[src/rtl/fetch_queue.sv]
// ---------------------------------------------------------------------------
// fetch_queue
//
// Instruction fetch front end. It holds the PC, issues word-sequential fetch
// requests to an in-order instruction memory, and buffers the returned words
// in a small FIFO together with the PC each word belongs to. A credit check
// (requests in flight plus buffered words) keeps the FIFO from overflowing.
// A redirect or a taken branch flushes the FIFO, reloads the PC and arranges
// for every response still in flight to be discarded when it arrives.
//
// Ports
//   clk            rising-edge clock
//   reset          asynchronous reset, active low
//   redirect_valid absolute redirect request (jump/exception)
//   redirect_pc    redirect target
//   br_z, br_b     branch is taken when both are high
//   br_pc          PC of the branch instruction
//   br_off         signed branch offset, in words
//   imem_req       fetch request valid
//   imem_addr      fetch address (current PC)
//   imem_gnt       memory accepts the request this cycle
//   imem_rvalid    response valid (in order, latency >= 1)
//   imem_rdata     response data
//   if_valid       FIFO head valid
//   if_ready       consumer accepts the head
//   if_instr       head instruction (0 when if_valid is low)
//   if_pc          head PC (0 when if_valid is low)
// ---------------------------------------------------------------------------
module fetch_queue #(
    parameter int                ADDR_W   = 32,
    parameter int                DATA_W   = 32,
    parameter int                OFF_W    = 16,
    parameter int                QDEPTH   = 4,
    parameter logic [ADDR_W-1:0] RESET_PC = '0
) (
    input  logic              clk,
    input  logic              reset,
    input  logic              redirect_valid,
    input  logic [ADDR_W-1:0] redirect_pc,
    input  logic              br_z,
    input  logic              br_b,
    input  logic [ADDR_W-1:0] br_pc,
    input  logic [OFF_W-1:0]  br_off,
    output logic              imem_req,
    output logic [ADDR_W-1:0] imem_addr,
    input  logic              imem_gnt,
    input  logic              imem_rvalid,
    input  logic [DATA_W-1:0] imem_rdata,
    output logic              if_valid,
    input  logic              if_ready,
    output logic [DATA_W-1:0] if_instr,
    output logic [ADDR_W-1:0] if_pc
);

    localparam int              PW        = $clog2(QDEPTH);
    localparam int              CW        = PW + 1;
    localparam logic [CW:0]     DEPTH_LIM = (CW+1)'(QDEPTH);

    logic [ADDR_W-1:0] pc_reg;
    logic [ADDR_W-1:0] rsp_pc_reg;
    logic [CW-1:0]     outst_reg;
    logic [CW-1:0]     cnt_reg;
    logic [CW-1:0]     drop_reg;
    logic [PW-1:0]     wr_ptr_reg;
    logic [PW-1:0]     rd_ptr_reg;

    logic [DATA_W-1:0] instr_mem [QDEPTH];
    logic [ADDR_W-1:0] pc_mem    [QDEPTH];

    logic              flush;
    logic [ADDR_W-1:0] br_off_ext;
    logic [ADDR_W-1:0] br_target;
    logic [ADDR_W-1:0] flush_target;
    logic              credit_ok;
    logic              issue;
    logic              drop_rsp;
    logic              push;
    logic              pop;
    logic [CW-1:0]     outst_next;
    logic [CW-1:0]     cnt_next;

    assign flush        = redirect_valid | (br_z & br_b);
    assign br_off_ext   = {{(ADDR_W-OFF_W){br_off[OFF_W-1]}}, br_off};
    assign br_target    = br_pc + ADDR_W'(4) + (br_off_ext << 2);
    assign flush_target = redirect_valid ? redirect_pc : br_target;

    // Every word in flight has a FIFO slot reserved for it, so a response
    // can always be pushed without back-pressuring the memory.
    assign credit_ok = ({1'b0, outst_reg} + {1'b0, cnt_reg}) < DEPTH_LIM;
    // The reset term keeps the request low while reset is held, since the
    // credit check alone would already allow a request then.
    assign imem_req  = credit_ok & ~flush & reset;
    assign imem_addr = pc_reg;

    assign issue    = imem_req & imem_gnt;
    assign drop_rsp = imem_rvalid & (drop_reg != '0);
    assign push     = imem_rvalid & (drop_reg == '0) & ~flush;
    assign pop      = if_valid & if_ready & ~flush;

    // Every response retires one outstanding request, dropped or not.
    assign outst_next = outst_reg + CW'(issue) - CW'(imem_rvalid);
    assign cnt_next   = cnt_reg + CW'(push) - CW'(pop);

    always_ff @(posedge clk or negedge reset) begin
        if (!reset) begin
            pc_reg     <= RESET_PC;
            rsp_pc_reg <= RESET_PC;
            outst_reg  <= '0;
            cnt_reg    <= '0;
            drop_reg   <= '0;
            wr_ptr_reg <= '0;
            rd_ptr_reg <= '0;
        end else begin
            outst_reg <= outst_next;
            if (flush) begin
                pc_reg     <= flush_target;
                rsp_pc_reg <= flush_target;
                cnt_reg    <= '0;
                wr_ptr_reg <= '0;
                rd_ptr_reg <= '0;
                // Everything still in flight belongs to the old stream; a
                // response landing this very cycle is already accounted for.
                drop_reg   <= outst_reg - CW'(imem_rvalid);
            end else begin
                cnt_reg <= cnt_next;
                if (issue) begin
                    pc_reg <= pc_reg + ADDR_W'(4);
                end
                if (drop_rsp) begin
                    drop_reg <= drop_reg - CW'(1);
                end
                if (push) begin
                    wr_ptr_reg <= wr_ptr_reg + PW'(1);
                    rsp_pc_reg <= rsp_pc_reg + ADDR_W'(4);
                end
                if (pop) begin
                    rd_ptr_reg <= rd_ptr_reg + PW'(1);
                end
            end
        end
    end

    // Storage is left unreset; only entries below cnt_reg are ever visible.
    always_ff @(posedge clk) begin
        if (push & reset) begin
            instr_mem[wr_ptr_reg] <= imem_rdata;
            pc_mem[wr_ptr_reg]    <= rsp_pc_reg;
        end
    end

    assign if_valid = (cnt_reg != '0);
    assign if_instr = if_valid ? instr_mem[rd_ptr_reg] : '0;
    assign if_pc    = if_valid ? pc_mem[rd_ptr_reg]    : '0;

endmodule

[config.mk]
export PLATFORM = sky130hd
export DESIGN_NAME = fetch_queue
export DESIGN_NICKNAME = d
export VERILOG_FILES = /design/src/rtl/fetch_queue.sv
export SDC_FILE = /design/constraint.sdc
export NUM_CORES = 1
export LEC_CHECK = 0
export BUFFER_PORTS_ARGS = -buffer_cell sky130_fd_sc_hd__buf_2
export CORE_MARGIN = 2
export CORE_UTILIZATION = 35
export DETAILED_ROUTE_END_ITERATION = 6
export GPL_TIMING_DRIVEN = 0
export PLACE_DENSITY_LB_ADDON = 0.3
export SETUP_SLACK_MARGIN = 0.1
export SYNTH_ARGS = -nofsm -noshare
export SYNTH_HDL_FRONTEND = slang
export SYNTH_SLANG_ARGS = --single-unit
[constraint.sdc]
create_clock -name clk -period 3 [get_ports clk]
set_input_delay 0.6 -clock clk [delete_from_list [all_inputs] [get_ports clk]]
set_output_delay 0.6 -clock clk [all_outputs]
set_load 0.01 [all_outputs]
==> results.py, run 1 <==
metrics = {
    "run_status": {
        "status": "complete, no violations",
    },
    "place": {
        "routabilityCongestion": 0.902,
        "port_buffers": 216,
        "dp_hpwl_um": 31500,
        "placed_area_um2": 18300,
    },
    "floorplanning": {
        "die_h_um": 220,
        "rows": 79,
        "io_pins": 218,
        "die_x_um": 220,
        "initial_core_util_pct": 35.2,
        "die_area_um2": 48300,
        "core_area_um2": 46300,
    },
    "sta": {
        "setup_viol": 0,
        "skew_ns": 0.0178,
        "rsz0062_at_grt": "true",
        "fin_hold_ws_ns": 0.0374,
        "worst_pin_slew_ns": 0.700,
        "timing.final.crit_share_pct": 95.1,
        "min_period_ns": 2.85,
        "slew_headroom_pct": 53.1,
        "slew_viol_final": 0,
        "tns_ns": 0,
        "max_freq_ghz": 0.351,
        "hold_viol": 0,
    },
    "yosys": {
        "synth_fp_nets": 1435,
        "synthesis.area_um2": 16300,
        "async_reset_ff_share_pct": 22.7,
        "avgSynthCellArea_um2": 13.2,
        "synth.most_common_cell": "edfxtp_1",
        "ys_seq_area_share_pct": 58.7,
        "synth_top_area_cell": "edfxtp_1",
        "synth_cells": 1239,
        "netlist_top_cells_count": "edfxtp_1 (256), nand2_1 (101), a21oi_1 (96)",
        "synth_top_area_share_pct": 47.2,
        "ys_ff_latch": 331,
        "yosysWarnings": 0,
        "synth_edf_count": 256,
        "synthTopCellsByArea": "edfxtp_1 (47%), dfrtp_1 (12%), mux4_2 (8.8%)",
        "synth_cell_types": 67,
        "synth_ff_type": "edfxtp_1",
    },
    "routing": {
        "vias": 11300,
        "drtPass1Iterations": 5,
        "viasPerCell": 5.28,
        "routed_wl_um": 43800,
        "drc_errors": 0,
        "wl_per_cell_um": 20.4,
        "drtIter0Drc": 705,
        "postRouteAntennaNets": 0,
    },
    "global_routing": {
        "grt_overflow": 0,
        "grt_pass1_wl_um": 65700,
        "grt_max_degree": 56,
        "antenna_found_initial": 1,
        "first_global_vias": 11300,
        "grt_usage_pct": 17.8,
    },
    "cells_and_area": {
        "drive_gt1_share_pct": 29.3,
        "reg_top3": "instr_mem x128, pc_mem x128",
        "nNetsFinal": 1704,
        "final_cell_area_um2": 19900,
        "area_growth_pct": 22.0,
    },
    "power": {
        "peakVddDrop_mv": 0.342,
        "power_leakage_nw": 7.66,
        "powerDensity_nw_per_um2": 586,
    },
    "worst_setup_path": {
        "cp_slowest_cell": "clkbuf_1",
        "cp.required_ns": 2.40,
        "cp.arrival_ns": 2.25,
        "end_kind": "output pin",
        "cp_max_fo": 10,
        "critPathLaunchType": "primary input",
        "cp_cell_sequence": "buf_2 > and2_1 > buf_2 > nor2_4 > clkbuf_1 > and3_1 > buf_2",
        "setup.worst_path.class": "primary input to output pin",
        "cpPeakStageDelay_ns": 0.56,
        "crit_path_frequent_cell": "buf_2",
    },
    "hold_path": {
        "min_path_type": "primary input to async pin",
    },
    "cts": {
        "cts_root_buffer": "clkbuf_16",
        "numCtsBuffers": 36,
        "htree_num_levels": 2,
        "cts_tree": "yes",
        "clock_sinks": 331,
        "clkTransAtPathRegs_ns": 0.06,
        "clkLatencyLatePin_ns": 0.52,
        "clk_path_buf_depth": 3,
    },
    "flow_run": {
        "cap_violations": 0,
    },
}
-- metal layers --
metal  vias to the layer above  part of all wire [%]  global-route usage (%)
met2                       370                    47                    28.8
met4                         0                   1.9                    4.90
met1                      5593                    43                    23.7
met3                        61                   8.0                    4.55
li1                       5289                     -                       -
met5                         -                     0                       0
-- critical path, delay by kind of cell --
family        cells  cell delay (ns)
buf+inv           4             1.01
simple gates      3             0.63
-- kinds of logic after synthesis --
| group | count (synthesis) | synth area share [%] |
|---|---|---|
| and+or+nand+nor | 350 | 11.0 |
| muxes | 69 | 9.15 |
| AOI/OAI and AO/OA | 285 | 10.8 |
| adders and majority gates | 76 | 5.97 |
| xor gates and xnor gates | 41 | 2.20 |
| DFF | 331 | 58.7 |
| buffers and inverters | 87 | 2.22 |
-- what timing repair did --
action,4_1_cts,5_1_grt
pin swaps,3,13
hold buffers,0,0
endpoints found under the setup margin,83,54
buffers inserted,2,10
resized for setup,53,42
-- layout by cell type (no fill, tap or decap), drive strengths merged, types with 14 or more instances in the layout --
| cell | count |
|---|---|
| clkbuf | 73 |
| xor2 | 19 |
| ha | 73 |
| nand3 | 26 |
| and2 | 70 |
| inv | 30 |
| nand2 | 101 |
| o21a | 21 |
| nor2 | 63 |
| xnor2 | 22 |
| and3 | 22 |
| a21oi | 97 |
| clkinv | 14 |
| buf | 261 |
| edfxtp | 256 |
| o21ai | 64 |
| dfrtp | 75 |
| nand4 | 17 |
| nor3 | 20 |
| mux4 | 64 |
-- layout make-up --
type | instances | area [µm²]
diodes | 1 | 2.50
plain buffers | 55 | 323
clock buffers | 46 | 991
clock inverters | 19 | 191
fillers | 4329 | 26400
inverters | 30 | 120
multi-input cells | 821 | 6630
flip-flops and latches | 331 | 9570
well taps | 607 | 759
repair buffers | 233 | 1300
-- through the flow --
step | power [mW] | std cells | setup slack [ns] | util [%]
5_1_grt | 12.2 | 2142 | 0.0836 | 43.0
2_1_floorplan | 6.54 | 1239 | -0.0344 | -
3_5_place_dp | 7.25 | 2067 | -0.962 | 39.6
3_3_place_gp | 7.20 | 2062 | -1.51 | 39.3
4_1_cts | 11.7 | 2133 | 0.0854 | 42.5
6_report | 11.7 | 2143 | 0.148 | 43.0
-- path summary, 6_finish.rpt --
path / slack (ns) / end / depth (start not counted) / startpoint
min in group clk: 0.29 / instr_mem[2][27]$_DFFE_PP_ / 1 / imem_rdata[27]
hold reg to reg: 0.54 / outst_reg[2]$_DFF_PN0_ / 1 / outst_reg[1]$_DFF_PN0_
setup reg to reg: 0.24 / outst_reg[2]$_DFF_PN0_ / 12 / outst_reg[2]$_DFF_PN0_
setup / recovery: 0.15 / imem_req / 7 / br_z
max in group asynchronous: 2.34 / rsp_pc_reg[13]$_DFFE_PN0P_ / 2 / reset
hold / removal: 0.04 / outst_reg[0]$_DFF_PN0_ / 1 / reset
-- where the power goes --
| group | leakage, nW | switching (mW) | internal [mW] | total (mW) |
|---|---|---|---|---|
| registers | 3.26 | 0.272 | 5.20 | 5.47 |
| logic | 3.82 | 1.06 | 0.743 | 1.80 |
| clock network | 0.577 | 1.78 | 2.61 | 4.39 |
| total | 7.66 | 3.11 | 8.55 | 11.7 |
Note: power is estimated with default switching activity, not from simulation.
==> run 2, diff against run 1 <==
--- a/config.mk
+++ b/config.mk
@@ -8,6 +8,7 @@
 export BUFFER_PORTS_ARGS = -buffer_cell sky130_fd_sc_hd__buf_2
 export CORE_MARGIN = 2
 export CORE_UTILIZATION = 35
+export CTS_BUF_LIST = sky130_fd_sc_hd__clkbuf_4 sky130_fd_sc_hd__clkbuf_8 sky130_fd_sc_hd__clkbuf_16
 export DETAILED_ROUTE_END_ITERATION = 6
 export GPL_TIMING_DRIVEN = 0
 export PLACE_DENSITY_LB_ADDON = 0.3
==> run 2 against run 1 <==
Global-route usage about the same. Setup slack worse by 0.0060 ns. Sequential power about the same. Critical endpoint unchanged. Largest power group unchanged. Highest routed layer unchanged.
==> results.py, run 2 (synthesized netlist as in run 1, its figures left out) <==
metrics = {
    "worst_setup_path": {
        "cp.required_ns": 2.40,
        "end_kind": "output pin",
        "cp_max_fo": 10,
        "cp.arrival_ns": 2.26,
        "critPathLaunchType": "primary input",
        "setup.worst_path.class": "primary input to output pin",
    },
    "cells_and_area": {
        "final_cell_area_um2": 19900,
        "multiInputGateArea_um2": 6630,
        "area_growth_pct": 22.2,
        "seq_area_um2": 9570,
        "layout_common_cells": "edfxtp_1 (256), buf_2 (232), nand2_1 (98), a21oi_1 (94), dfrtp_1 (72)",
        "final_common_cell": "edfxtp_1",
        "nNetsFinal": 1704,
        "fill_cells": 4325,
        "reg_top3": "instr_mem x128, pc_mem x128",
        "drive_gt1_share_pct": 29.8,
        "finalNonFillerCells": 2143,
    },
    "routing": {
        "viasPerCell": 5.32,
        "postRouteAntennaNets": 0,
        "drtPass1Iterations": 5,
        "routed_wl_um": 43800,
        "drtIter0Drc": 734,
        "vias": 11400,
        "wl_per_cell_um": 20.4,
        "drc_errors": 0,
    },
    "cts": {
        "clkTransAtPathRegs_ns": 0.06,
        "hold_buffers": 0,
        "clock_sinks": 331,
        "cts_tree": "yes",
        "numCtsBuffers": 36,
        "htree_num_levels": 2,
        "clkLatencyLatePin_ns": 0.52,
        "cts_root_buffer": "clkbuf_16",
        "clk_path_buf_depth": 3,
    },
    "floorplanning": {
        "initial_core_util_pct": 35.2,
        "core_area_um2": 46300,
        "rows": 79,
        "die_area_um2": 48300,
        "die_x_um": 220,
        "io_pins": 218,
        "die_h_um": 220,
    },
    "sta": {
        "tns_ns": 0,
        "slew_headroom_pct": 52.8,
        "worst_pin_slew_ns": 0.705,
        "setup_viol": 0,
        "max_freq_ghz": 0.350,
        "hold_viol": 0,
        "slew_viol_final": 0,
        "min_period_ns": 2.86,
        "timing.final.crit_share_pct": 95.3,
        "skew_ns": 0.0164,
        "rsz0062_at_grt": "true",
    },
    "place": {
        "dp_hpwl_um": 31500,
        "placed_area_um2": 18300,
        "routabilityCongestion": 0.902,
        "placed_cells": 2067,
        "port_buffers": 216,
    },
    "power": {
        "p_int_mw": 8.61,
        "p_seq_share_pct": 46.6,
        "power_mw": 11.7,
        "powerDensity_nw_per_um2": 589,
        "swShare_pct": 26.6,
        "clock_power_share_pct": 38.0,
        "peakVddDrop_mv": 0.347,
        "p_switching_mw": 3.11,
        "pwr-share-comb_pct": 15.4,
        "power_leakage_nw": 7.68,
    },
    "global_routing": {
        "grt_max_degree": 56,
        "antenna_found_initial": 1,
        "grt_pass1_wl_um": 65700,
        "grt_usage_pct": 17.8,
        "grt_overflow": 0,
        "first_global_vias": 11300,
    },
    "hold_path": {
        "min_path_type": "primary input to async pin",
    },
    "run_status": {
        "status": "complete, no violations",
    },
    "flow_run": {
        "cap_violations": 0,
    },
}
[run 2: layer usage]
metal | up-vias | global-route usage (%) | wire, µm
met5 | - | 0 | 0
met4 | 0 | 4.90 | 864
met3 | 65 | 4.55 | 3500
met2 | 402 | 28.9 | 20600
met1 | 5640 | 23.8 | 18900
li1 | 5290 | - | -
[run 2: power by group through the flow]
stage          Sequential [mW]  Combinational [mW]  Clock, mW
5_1_grt                   5.50                2.00       4.73
4_1_cts                   5.46                1.73       4.56
3_3_place_gp              5.54                1.66          0
3_5_place_dp              5.55                1.69          0
6_report                  5.47                1.80       4.46
2_1_floorplan             5.49                1.05          0
[run 2: path summary, 6_finish.rpt]
path / from / to / slack (ns) / depth (start not counted)
min in group clk: imem_rdata[27] / instr_mem[0][27]$_DFFE_PP_ / 0.29 / 1
worst max-delay path: br_z / imem_req / 0.14 / 7
max in group asynchronous: reset / rsp_pc_reg[14]$_DFFE_PN0P_ / 2.34 / 2
worst max register to register: outst_reg[2]$_DFF_PN0_ / outst_reg[2]$_DFF_PN0_ / 0.24 / 12
worst min-delay path: reset / outst_reg[0]$_DFF_PN0_ / 0.04 / 1
worst min register to register: outst_reg[1]$_DFF_PN0_ / outst_reg[2]$_DFF_PN0_ / 0.54 / 1
[run 2: metrics by stage]
stage	hold WS (ns)	util [%]	setup slack [ns]
floorplan	0.304	-	-0.0344
global placement	0.520	39.3	-1.51
detailed placement	0.532	39.6	-0.962
CTS	0.0289	42.6	0.0854
global route	0.0559	43.0	0.0836
finish	0.0377	43.1	0.142
[run 2: worst max-delay path, cell delays in order]
cell and delay, ns:
buf_2 0.12, and2_1 0.16, buf_2 0.19, nor2_4 0.23, clkbuf_1 0.56, and3_1 0.25, buf_2 0.14
[run 2: final cells by class]
type | count | share of cell area, %
diodes | 1 | 0.0126
plain buffers | 55 | 1.62
clock buffers | 46 | 5.11
clock inverters | 19 | 0.961
inverters | 30 | 0.603
multi-input cells | 821 | 33.3
flip-flops and latches | 331 | 48.0
well taps | 607 | 3.81
repair buffers | 233 | 6.54
[run 2: repair_timing]
| item | CTS | global route |
|---|---|---|
| pin swaps | 3 | 13 |
| setup buffers | 2 | 10 |
| endpoints found under the setup margin | 83 | 54 |
| resized for setup | 53 | 42 |
| endpoints found under the hold margin | 0 | 0 |
